[src/rtl/fetch_ifid_stage.sv]
// ============================================================================
// fetch_ifid_stage
//
// Instruction-fetch stage and IF/ID pipeline register of the 5-stage core.
// Holds the fetch PC, drives the instruction memory address, and latches the
// returned word into IF/ID. The latched opcode field goes straight to the
// instruction-type decoder in ID.
//
// State machine (bubble tracking):
//   state | meaning
//   FILL  | IF/ID holds a bubble (after reset or redirect), o_ifid_valid = 0
//   RUN   | IF/ID holds a real fetched instruction, o_ifid_valid = 1
//
// Per-cycle priority: reset > redirect > stall > advance.
//
// Optional feature: define FETCH_PERF_EN to add three saturating 32-bit
// performance counters (fetched / stalls / flushes) and their output ports.
//
// Ports:
//   i_clock          single clock, rising edge
//   i_reset          synchronous, active-high reset
//   o_imem_addr      instruction memory word address (= o_pc)
//   i_imem_q         instruction memory read data, same cycle as o_imem_addr
//   i_stall          hold PC and IF/ID
//   i_redirect       branch/jump taken in EX: flush IF/ID, load i_redirect_pc
//   i_redirect_pc    redirect target address
//   o_pc             current fetch PC
//   o_ifid_insn      latched instruction
//   o_ifid_pc1       PC+1 of the latched instruction
//   o_ifid_valid     1 = real instruction, 0 = bubble
//   o_ifid_opcode    o_ifid_insn[DATA_W-1:DATA_W-5]
//   o_perf_fetched   (FETCH_PERF_EN) advance cycles
//   o_perf_stalls    (FETCH_PERF_EN) stall cycles without redirect
//   o_perf_flushes   (FETCH_PERF_EN) redirect cycles
// ============================================================================
module fetch_ifid_stage #(
    parameter int                ADDR_W   = 12,
    parameter int                DATA_W   = 32,
    parameter logic [DATA_W-1:0] NOP_WORD = 32'h0000_0000
) (
    input  logic              i_clock,
    input  logic              i_reset,
    output logic [ADDR_W-1:0] o_imem_addr,
    input  logic [DATA_W-1:0] i_imem_q,
    input  logic              i_stall,
    input  logic              i_redirect,
    input  logic [ADDR_W-1:0] i_redirect_pc,
    output logic [ADDR_W-1:0] o_pc,
    output logic [DATA_W-1:0] o_ifid_insn,
    output logic [ADDR_W-1:0] o_ifid_pc1,
    output logic              o_ifid_valid,
    output logic [4:0]        o_ifid_opcode
`ifdef FETCH_PERF_EN
    ,
    output logic [31:0]       o_perf_fetched,
    output logic [31:0]       o_perf_stalls,
    output logic [31:0]       o_perf_flushes
`endif
);

    typedef enum logic {
        S_FILL = 1'b0,
        S_RUN  = 1'b1
    } state_t;

    localparam logic [ADDR_W-1:0] PC_ONE = {{(ADDR_W-1){1'b0}}, 1'b1};

    state_t              r_state;
    state_t              w_state_nxt;
    logic [ADDR_W-1:0]   r_pc;
    logic [DATA_W-1:0]   r_insn;
    logic [ADDR_W-1:0]   r_pc1;
    logic [ADDR_W-1:0]   w_pc_inc;
    logic                w_advance;

    // Redirect wins over stall, so an advance needs both low.
    assign w_advance = ~i_redirect & ~i_stall;
    // Natural ADDR_W-bit overflow gives the modulo-2^ADDR_W wrap.
    assign w_pc_inc  = r_pc + PC_ONE;

    // ------------------------------------------------------------------
    // FSM: state register
    // ------------------------------------------------------------------
    always_ff @(posedge i_clock) begin
        if (i_reset) begin
            r_state <= S_FILL;
        end else begin
            r_state <= w_state_nxt;
        end
    end

    // ------------------------------------------------------------------
    // FSM: next-state logic
    // ------------------------------------------------------------------
    always_comb begin
        w_state_nxt = r_state;
        if (i_redirect) begin
            w_state_nxt = S_FILL;
        end else if (!i_stall) begin
            w_state_nxt = S_RUN;
        end
    end

    // ------------------------------------------------------------------
    // FSM: outputs
    // ------------------------------------------------------------------
    always_comb begin
        o_ifid_valid = (r_state == S_RUN);
    end

    // ------------------------------------------------------------------
    // PC and IF/ID datapath
    // ------------------------------------------------------------------
    always_ff @(posedge i_clock) begin
        if (i_reset) begin
            r_pc   <= '0;
            r_insn <= NOP_WORD;
            r_pc1  <= '0;
        end else if (i_redirect) begin
            // The word fetched this cycle belongs to the wrong path.
            r_pc   <= i_redirect_pc;
            r_insn <= NOP_WORD;
            r_pc1  <= '0;
        end else if (w_advance) begin
            r_pc   <= w_pc_inc;
            r_insn <= i_imem_q;
            r_pc1  <= w_pc_inc;
        end
    end

    assign o_pc          = r_pc;
    assign o_imem_addr   = r_pc;
    assign o_ifid_insn   = r_insn;
    assign o_ifid_pc1    = r_pc1;
    assign o_ifid_opcode = r_insn[DATA_W-1 -: 5];

`ifdef FETCH_PERF_EN
    // ------------------------------------------------------------------
    // Saturating performance counters
    // ------------------------------------------------------------------
    logic [31:0] r_perf_fetched;
    logic [31:0] r_perf_stalls;
    logic [31:0] r_perf_flushes;

    always_ff @(posedge i_clock) begin
        if (i_reset) begin
            r_perf_fetched <= '0;
            r_perf_stalls  <= '0;
            r_perf_flushes <= '0;
        end else begin
            if (w_advance && (r_perf_fetched != 32'hFFFF_FFFF)) begin
                r_perf_fetched <= r_perf_fetched + 32'd1;
            end
            if (i_stall && !i_redirect && (r_perf_stalls != 32'hFFFF_FFFF)) begin
                r_perf_stalls <= r_perf_stalls + 32'd1;
            end
            if (i_redirect && (r_perf_flushes != 32'hFFFF_FFFF)) begin
                r_perf_flushes <= r_perf_flushes + 32'd1;
            end
        end
    end

    assign o_perf_fetched = r_perf_fetched;
    assign o_perf_stalls  = r_perf_stalls;
    assign o_perf_flushes = r_perf_flushes;
`endif

endmodule

[config.mk]
export PLATFORM = sky130hd
export DESIGN_NAME = fetch_ifid_stage
export DESIGN_NICKNAME = d
export VERILOG_FILES = /design/src/rtl/fetch_ifid_stage.sv
export SDC_FILE = /design/constraint.sdc
export NUM_CORES = 1
export LEC_CHECK = 0
export ABC_CLOCK_PERIOD_IN_PS = 2460
export CAP_MARGIN = 10
export CELL_PAD_IN_SITES_DETAIL_PLACEMENT = 1
export CELL_PAD_IN_SITES_GLOBAL_PLACEMENT = 2
export CORE_UTILIZATION = 25
export CTS_BUF_LIST = sky130_fd_sc_hd__clkbuf_4 sky130_fd_sc_hd__clkbuf_8 sky130_fd_sc_hd__clkbuf_16
export DETAILED_ROUTE_END_ITERATION = 10
export HOLD_SLACK_MARGIN = 0.02
export PLACE_DENSITY = 0.86
export SLEW_MARGIN = 10
export SYNTH_ARGS = -nofsm -noshare
export SYNTH_HDL_FRONTEND = slang
export SYNTH_SLANG_ARGS = --single-unit
export TNS_END_PERCENT = 20
[constraint.sdc]
create_clock -name i_clock -period 2.46 [get_ports i_clock]
set_clock_uncertainty 0.2 [all_clocks]
set_input_delay 0.492 -clock i_clock [delete_from_list [all_inputs] [get_ports i_clock]]
set_output_delay 0.492 -clock i_clock [all_outputs]
set_load 0.005 [all_outputs]
# ---- After elaboration in Yosys (flattened, before gate mapping)
# Cells that the tools add are included.
dict set report totals {
  out_inout_bits 74
  inputBits 48
  ff_bits 57
  word_cells 12
}
dict set report op_classes {
  n_bitwise 3
  add_sub_neg 1
  reduce_logical 2
  muxes 2
}
# cell n
set op_table {}
lappend op_table {{2-to-1 mux 12 bit} 2}
lappend op_table {{adder 12 x 1 -> 12 bit, second input constant} 1}
lappend op_table {{NOT 1 bit} 2}
lappend op_table {{nonzero test 2 bit} 1}
lappend op_table {{OR reduction 2 bit} 1}
lappend op_table {{AND 1 bit} 1}

# ---- Longest topological paths before layout
# Gate-level depths: netlist of the first run.
dict set report depth {
  depth_word 4
  mapped_depth 6
  mapped_depth_nobuf 5
}

# ---- Least setup slack after synthesis of the first run
# No wires, ideal clock.
dict set report synth_path {
  path_kind {register to register}
  startpoint {register r_pc[0], in the netlist o_imem_addr[0]}
  endpoint {register r_pc[4], in the netlist o_imem_addr[4]}
  stages_incl_launch_ff 6
  required_ns 2.194
  setup_ns 0.066
  arrival_ns 1.475
  slack_ns 0.719
  cell_sequence {dfxtp_1 > ha_1 > nand3_4 > or3_1 > a21o_1 > a21oi_2}
}
dict set report synth_via {
  elab_chain_len 3
}
# item line_no
set synth_lines {}
lappend synth_lines {{start, declared} 70} ;# logic [ADDR_W-1:0] r_pc;
lappend synth_lines {{start signal, assigned} 121} ;# r_pc <= i_redirect_pc;
lappend synth_lines {{start signal, assigned} 125} ;# r_pc <= w_pc_inc;
lappend synth_lines {{adder 12 x 1 -> 12 bit} 79} ;# assign w_pc_inc = r_pc + PC_ONE;
lappend synth_lines {{2-to-1 mux 12 bit} 124} ;# end else if (w_advance) begin
lappend synth_lines {{2-to-1 mux 12 bit} 119} ;# end else if (i_redirect) begin
# Every way passes these cells. The select of a mux whose other input is x is not followed.
# A chain may end at the register's enable or synchronous reset.

# ---- Worst setup path in the final report of the first run
dict set report layout_path {
  startpoint {register r_pc[2], in the netlist o_imem_addr[2]}
  endpoint {output port o_imem_addr[2]}
}
# item line_no
set layout_rtl {}
lappend layout_rtl {{end, declared} 43} ;# output logic [ADDR_W-1:0] o_imem_addr,
# No word-level cell between the ends.

==> results of run 1 <==
[final timing paths]
path	from	end	slack [ns]	cells past startpoint
worst max-delay path	o_imem_addr[2]	o_imem_addr[2]	0.26	1
worst min-delay path	o_ifid_valid	o_ifid_valid	0.27	2
worst max register to register	o_imem_addr[0]	o_imem_addr[4]	0.51	5
worst min register to register	o_ifid_valid	o_ifid_valid	0.27	2
[state kept, by name, summed over array words and instances, names as in the netlist]
name          flops
o_ifid_insn      32
o_ifid_valid      1
o_ifid_pc1       12
o_imem_addr      12
[per-stage QoR]
step                      std cells  worst slack [ns]  instance area (um^2)
after floorplan                 272             0.719                  2550
after global placement          496             0.372                  3730
after detailed placement        496             0.278                  3730
after CTS                       512             0.234                  3980
after global routing            512             0.186                  3980
final                           512             0.258                  3980
[cells in the mapped netlist]
cell type                  instances  area (um^2)
sky130_fd_sc_hd__nor4_2            1         12.5
sky130_fd_sc_hd__buf_2             5         25.0
sky130_fd_sc_hd__or2_2             1         6.26
sky130_fd_sc_hd__mux2i_1          34          340
sky130_fd_sc_hd__clkbuf_2          1         5.00
sky130_fd_sc_hd__ha_1              1         12.5
sky130_fd_sc_hd__dfxtp_1          57         1140
sky130_fd_sc_hd__nand4_4           1         21.3
sky130_fd_sc_hd__clkbuf_8          4         55.1
sky130_fd_sc_hd__nor3_1            8         40.0
sky130_fd_sc_hd__nand2_1           4         15.0
sky130_fd_sc_hd__nand3_2           1         10.0
sky130_fd_sc_hd__xnor2_1          10         87.6
sky130_fd_sc_hd__nand3_1           2         10.0
sky130_fd_sc_hd__nor4_1            2         12.5
sky130_fd_sc_hd__clkbuf_1          7         26.3
sky130_fd_sc_hd__or3_1             2         12.5
sky130_fd_sc_hd__a21o_1            1         7.51
sky130_fd_sc_hd__o31a_1            1         8.76
sky130_fd_sc_hd__a21oi_2           1         8.76
sky130_fd_sc_hd__buf_4            18          135
sky130_fd_sc_hd__xor2_1            9         78.8
sky130_fd_sc_hd__nand4_1           2         12.5
sky130_fd_sc_hd__nor2_1           46          173
sky130_fd_sc_hd__nand3_4           1         17.5
sky130_fd_sc_hd__nand2b_1          1         6.26
sky130_fd_sc_hd__inv_1            10         37.5
sky130_fd_sc_hd__a211oi_1          3         22.5
sky130_fd_sc_hd__o21ai_0          10         50.1
sky130_fd_sc_hd__o21a_1            8         60.1
sky130_fd_sc_hd__a21oi_1          20          100
[logic make-up after synthesis]
family / after synthesis / synth area share
AOI/OAI and AO/OA: 44 / 0.101
xor gates and xnor gates: 19 / 0.0652
muxes: 34 / 0.133
DFF: 57 / 0.447
and+or+nand+nor: 72 / 0.137
adders and majority gates: 1 / 0.00490
buffers and inverters: 45 / 0.111
[layout make-up]
cell class                      count  area (um^2)
Fill cell                        1166         5840
Multi-Input combinational cell    170         1130
Clock inverter                      5          103
Tap cell                          133          166
Timing Repair Buffer              126         1260
Sequential cell                    57         1140
Inverter                           10         37.5
Clock buffer                       11          145
[per-layer routing]
layer | vias up | part of all wire | track usage
met5 | - | 0 | 0
met4 | 0 | 0.023 | 0.0823
met3 | 11 | 0.052 | 0.0386
met2 | 64 | 0.48 | 0.237
met1 | 1021 | 0.44 | 0.166
li1 | 1097 | - | -
[power breakdown]
group / total [mW] / switching [mW] / internal [mW] / leakage, nW
Clock: 1.08 / 0.370 / 0.710 / 0.123
Sequential: 1.01 / 0.0461 / 0.961 / 0.466
Combinational: 0.339 / 0.124 / 0.215 / 0.954
Total: 2.43 / 0.541 / 1.89 / 1.54
==> Implementation_results.wiki, run 1 <==
{| class="wikitable"
! Metric !! Value
|-
| Post-synthesis cell count || 272
|-
| Post-layout total power || 2.43 mW
|-
| Netlist area before placement || 2550 um^2
|-
| Routed length per placed instance || 14.2 um
|-
| Area growth from synthesis to layout || 55.8%
|-
| Initial Util || 0.260
|-
| Nets@finish || 423
|-
| Unrepaired setup endpoints after global routing || no
|-
| Total overflow reported by the global router || 0
|-
| Fin. max-slew vios || 0
|-
| Largest fanout on the critical path || 7
|-
| Post-synthesis average cell area || 9.38 um^2
|-
| Clock sink total || 57
|-
| Total routing resource utilization after global routing || 0.143
|-
| Static Leakage || 1.54 nW
|-
| Setup Fix Bufs, Post-CTS || 0
|-
| Layout cells sized above 1 || 0.0739
|-
| Slew @ Worst Pin || 0.730 ns
|-
| Endpoint arrival time on the critical path || 1.51 ns
|-
| Placeable core region || 9820 um^2
|-
| Horizontal die dimension || 103 um
|-
| Post-CTS resize count || 0
|-
| Number of buffers inserted by hold repair at cts || 0
|-
| Power density over the cells || 611 nW/um^2
|-
| CP delay by family, top || flip-flops
|-
| Worst hold-check path type || register to register
|-
| Smallest hold slack || 0.266 ns
|-
| Cts bufs inserted || 9
|-
| CTS tree || done
|-
| Maximum number of pins on one net before global-route repair || 39
|-
| Worst ir drop on vdd || 0.000291 V
|-
| CP required || 1.77 ns
|-
| Clk root buf || sky130_fd_sc_hd__clkbuf_8
|-
| Maximum level of the CTS H-tree || 3
|-
| Port buffer count || roughly 120
|-
| Chip height || 103 um
|-
| First drt pass iteration count || 4
|-
| Number of antenna violations at the first check in global routing || 0
|-
| Worst-Skew Late Latency || 0.33 ns
|-
| Standard-cell rows || 36
|-
| Final ANT Viol Nets || 0
|-
| Nature of the critical path endpoint || primary output
|-
| Final worst path period need || 2.20 ns
|-
| Sort of element at the start of the critical path || register
|-
| Share of synthesized area occupied by flip-flops and latches || 0.447
|-
| Net count of the mapped netlist || 321
|-
| Most common cell after layout, fill and taps aside || sky130_fd_sc_hd__clkdlybuf4s50_1
|-
| Fmax || roughly 450 MHz
|-
| Combined buffer and inverter count along the critical path || 1
|-
| Number of synthesis warnings || 0
|-
| Wire length of the first global-routing pass || 11.3 mm
|-
| Commonest non-fill, non-tap cells in the layout || 120 x sky130_fd_sc_hd__clkdlybuf4s50_1, 57 x sky130_fd_sc_hd__dfxtp_1, 46 x sky130_fd_sc_hd__nor2_1
|-
| Post-Route Utilization || 0.405
|-
| Number of unique standard cell types used by synthesis || 31
|-
| Period utilisation layout || 0.895
|-
| Total negative setup slack || 0 ns
|-
| Gpl congestion || 0.707
|-
| Worst-case headroom to the max-slew limit || 0.513
|-
| Clock slew at the register clock pins of the worst setup and hold paths || 0.06 ns
|-
| Setup CP Type || register to primary output
|-
| Total setup violations reported at the end of the flow || 0
|-
| Count of state elements after synthesis || 57
|-
| Number of vias per cell || 4.28
|-
| Half-perimeter wire length after detailed placement || around 5.3 mm
|-
| IO Count || 122
|-
| Maximum buffer depth of the clock tree || 2
|-
| Maximum single-stage delay on the critical path || 0.59 ns
|-
| Total number of vias || between 2,000 and 2,500
|-
| Diodes inserted || 0
|-
| Cell at the slowest stage of the critical path || sky130_fd_sc_hd__dfxtp_1
|-
| Hold violation count in the final report || 0
|-
| 1st-iter DRT viols || 40
|-
| Detailed Route WL || 7.28 mm
|-
| Max-cap violations || 0
|-
| Cell-by-cell trace of the critical path || clkdlybuf4s50_1
|-
| Total die area || 10,600 um^2
|-
| Outcome || finished clean
|-
| DRC violation count after routing || 0
|-
| Vias in the first global route || 2,284
|}
Note: power is estimated with default switching activity, not from simulation.
==> run 2, diff against run 1 <==
CORE_MARGIN = 2   (was not set)
SETUP_SLACK_MARGIN = 0.2   (was not set)
==> run 2 against run 1 <==
Effect of this change: wire length down 0.11%; clock power down 21%; total power down 9.3%; register-to-register slack better by 0.03 ns; via count up 0.82%; fmax up 0.71%; die area up 3.9%; final cell count unchanged; largest cell class unchanged; highest routed layer unchanged.
==> Implementation_results.wiki, run 2 (synthesized netlist as in run 1, its figures left out) <==
{| class="wikitable"
! Metric !! Value
|-
| Area growth from synthesis to layout || 54.0%
|-
| Total number of vias || 2,211 (+0.82%)
|-
| Maximum level of the CTS H-tree || 3 (unchanged)
|-
| Cts bufs inserted || 9 (unchanged)
|-
| Total die area || 11,000 um^2 (+3.9%)
|-
| Setup Fix Bufs, Post-CTS || 0 (unchanged)
|-
| CTS tree || done
|-
| Static Leakage || 1.52 nW (-1.3%)
|-
| Initial Util || 0.260 (unchanged)
|-
| Worst-Skew Late Latency || 0.33 ns (about the same)
|-
| Nets@finish || 424 (+0.24%)
|-
| Maximum single-stage delay on the critical path || 0.62 ns (+0.03 ns)
|-
| IO Count || 122 (unchanged)
|-
| Wire length of the first global-routing pass || 11.6 mm (+2.8%)
|-
| Gpl congestion || 0.746 (+5.5%)
|-
| Port buffer count || 121 (unchanged)
|-
| Final ANT Viol Nets || 0 (unchanged)
|-
| Area of combinational cells with multiple inputs || 1130 um^2 (unchanged)
|-
| Total negative setup slack || 0 ns (unchanged)
|-
| Final-layout fill cell count || 1,185 (+1.6%)
|-
| Layout cells sized above 1 || 0.0739 (unchanged)
|-
| CP required || 1.77 ns (about the same)
|-
| DRC violation count after routing || 0 (unchanged)
|-
| Number of antenna violations at the first check in global routing || 0 (unchanged)
|-
| Flip-flop count of the largest register after layout || 32 (unchanged)
|-
| Vias in the first global route || 2,290 (+0.26%)
|-
| Period utilisation layout || 0.889 (-0.00632)
|-
| Routed length per placed instance || 14.2 um (-0.11%)
|-
| Slew @ Worst Pin || 0.736 ns (+0.00600 ns)
|-
| Final worst path period need || 2.19 ns (-0.0156 ns)
|-
| Most common cell after layout, fill and taps aside || sky130_fd_sc_hd__clkdlybuf4s50_1
|-
| Largest fanout on the critical path || 7 (unchanged)
|-
| Outcome || finished clean
|-
| Worst-case headroom to the max-slew limit || 0.509 (-0.00400)
|-
| Number of buffers inserted by hold repair at cts || 0 (unchanged)
|-
| Clock slew at the register clock pins of the worst setup and hold paths || 0.06 ns (about the same)
|-
| Cell at the slowest stage of the critical path || sky130_fd_sc_hd__clkdlybuf4s50_1
|-
| Max-cap violations || 0 (unchanged)
|-
| Unrepaired setup endpoints after global routing || no
|-
| Detailed Route WL || 7.27 mm (-0.11%)
|-
| Total routing resource utilization after global routing || 0.134 (-0.00908)
|-
| Combined buffer and inverter count along the critical path || 1 (unchanged)
|-
| Commonest non-fill, non-tap cells in the layout || 120 x sky130_fd_sc_hd__clkdlybuf4s50_1, 57 x sky130_fd_sc_hd__dfxtp_1, 46 x sky130_fd_sc_hd__nor2_1
|-
| First drt pass iteration count || 3 (-1)
|-
| Post-CTS resize count || 0 (unchanged)
|-
| CP delay by family, top || buffers and inverters
|-
| Maximum buffer depth of the clock tree || 2 (unchanged)
|-
| Worst hold-check path type || register to register
|-
| Endpoint arrival time on the critical path || 1.49 ns (-0.02 ns)
|-
| Sort of element at the start of the critical path || register
|-
| Placeable core region || 9820 um^2 (unchanged)
|-
| Placed inst area || 3730 um^2 (+0.20%)
|-
| Clk root buf || sky130_fd_sc_hd__clkbuf_8
|-
| Cell-by-cell trace of the critical path || clkdlybuf4s50_1
|-
| Fmax || 457 MHz (+0.71%)
|-
| Horizontal die dimension || 105 um (+1.9%)
|-
| Hold violation count in the final report || 0 (unchanged)
|-
| Standard-cell rows || 36 (unchanged)
|-
| Diodes inserted || 0 (unchanged)
|-
| Fin. max-slew vios || 0 (unchanged)
|-
| Clock sink total || 57 (unchanged)
|-
| Number of vias per cell || 4.32 (+0.82%)
|-
| 1st-iter DRT viols || 49 (+23%)
|-
| Maximum number of pins on one net before global-route repair || 39 (unchanged)
|-
| Area taken by flip-flops and latches || 1140 um^2 (unchanged)
|-
| Nature of the critical path endpoint || primary output
|-
| Total overflow reported by the global router || 0 (unchanged)
|-
| Setup CP Type || register to primary output
|-
| Final instance area || 3930 um^2 (-1.2%)
|-
| Worst ir drop on vdd || 0.000187 V (-36%)
|-
| Power density over the cells || 561 nW/um^2 (-8.2%)
|-
| Total setup violations reported at the end of the flow || 0 (unchanged)
|-
| Half-perimeter wire length after detailed placement || 5.41 mm (+1.6%)
|-
| Chip height || 105 um (+1.9%)
|}
run 2: changes by cell type in the layout (fill, tap and decap cells not counted):
cell / before / now
sky130_fd_sc_hd__buf_4: 4 / 5
sky130_fd_sc_hd__clkinv_4: 0 / 1
sky130_fd_sc_hd__bufinv_16: 3 / 1
sky130_fd_sc_hd__clkinv_2: 1 / 2
sky130_fd_sc_hd__clkbuf_4: 1 / 0
run 2: worst paths after layout:
path                                      from              end  slack (ns)  cells past startpoint
worst min register to register    o_ifid_valid     o_ifid_valid        0.27                      2
worst min-delay path              o_ifid_valid     o_ifid_valid        0.27                      2
worst max-delay path            o_imem_addr[3]   o_imem_addr[3]        0.27                      1
worst max register to register  o_imem_addr[0]  o_imem_addr[10]        0.54                      5
run 2: layout make-up:
cell class,instances,share of cell area
Clock inverter,5,0.0143
Sequential cell,57,0.290
Timing Repair Buffer,127,0.322
Inverter,10,0.00955
Tap cell,133,0.0424
Multi-Input combinational cell,170,0.287
Clock buffer,10,0.0350
run 2: per-stage QoR:
step                      utilization  instances  setup slack (ns)  power [mW]  hold WS, ns
after floorplan                     -        272             0.719        1.18        0.242
after global placement          0.380        497             0.334        1.36        0.235
after detailed placement        0.380        497             0.291        1.37        0.273
after CTS                       0.400        512             0.242        2.25        0.283
after global routing            0.400        512             0.221        2.31        0.323
final                           0.400        512             0.273        2.20        0.270
run 2: per-layer routing:
layer / up-vias / wire (um) / track usage
met5: - / 0 / 0
li1: 1094 / - / -
met3: 9 / 282 / 0.0274
met2: 55 / 3640 / 0.231
met1: 1053 / 3230 / 0.158
met4: 0 / 117 / 0.0629
run 2: tightest hold or removal path, cell delays in order (launching register included):
cell	delay [ns]
sky130_fd_sc_hd__dfxtp_1	0.32
sky130_fd_sc_hd__inv_1	0.05
sky130_fd_sc_hd__a21oi_1	0.05
run 2: power breakdown:
part / internal [mW] / leakage [nW] / switching [mW]
clock: 0.487 / 0.0981 / 0.369
combinational: 0.216 / 0.959 / 0.126
sequential: 0.961 / 0.466 / 0.0427
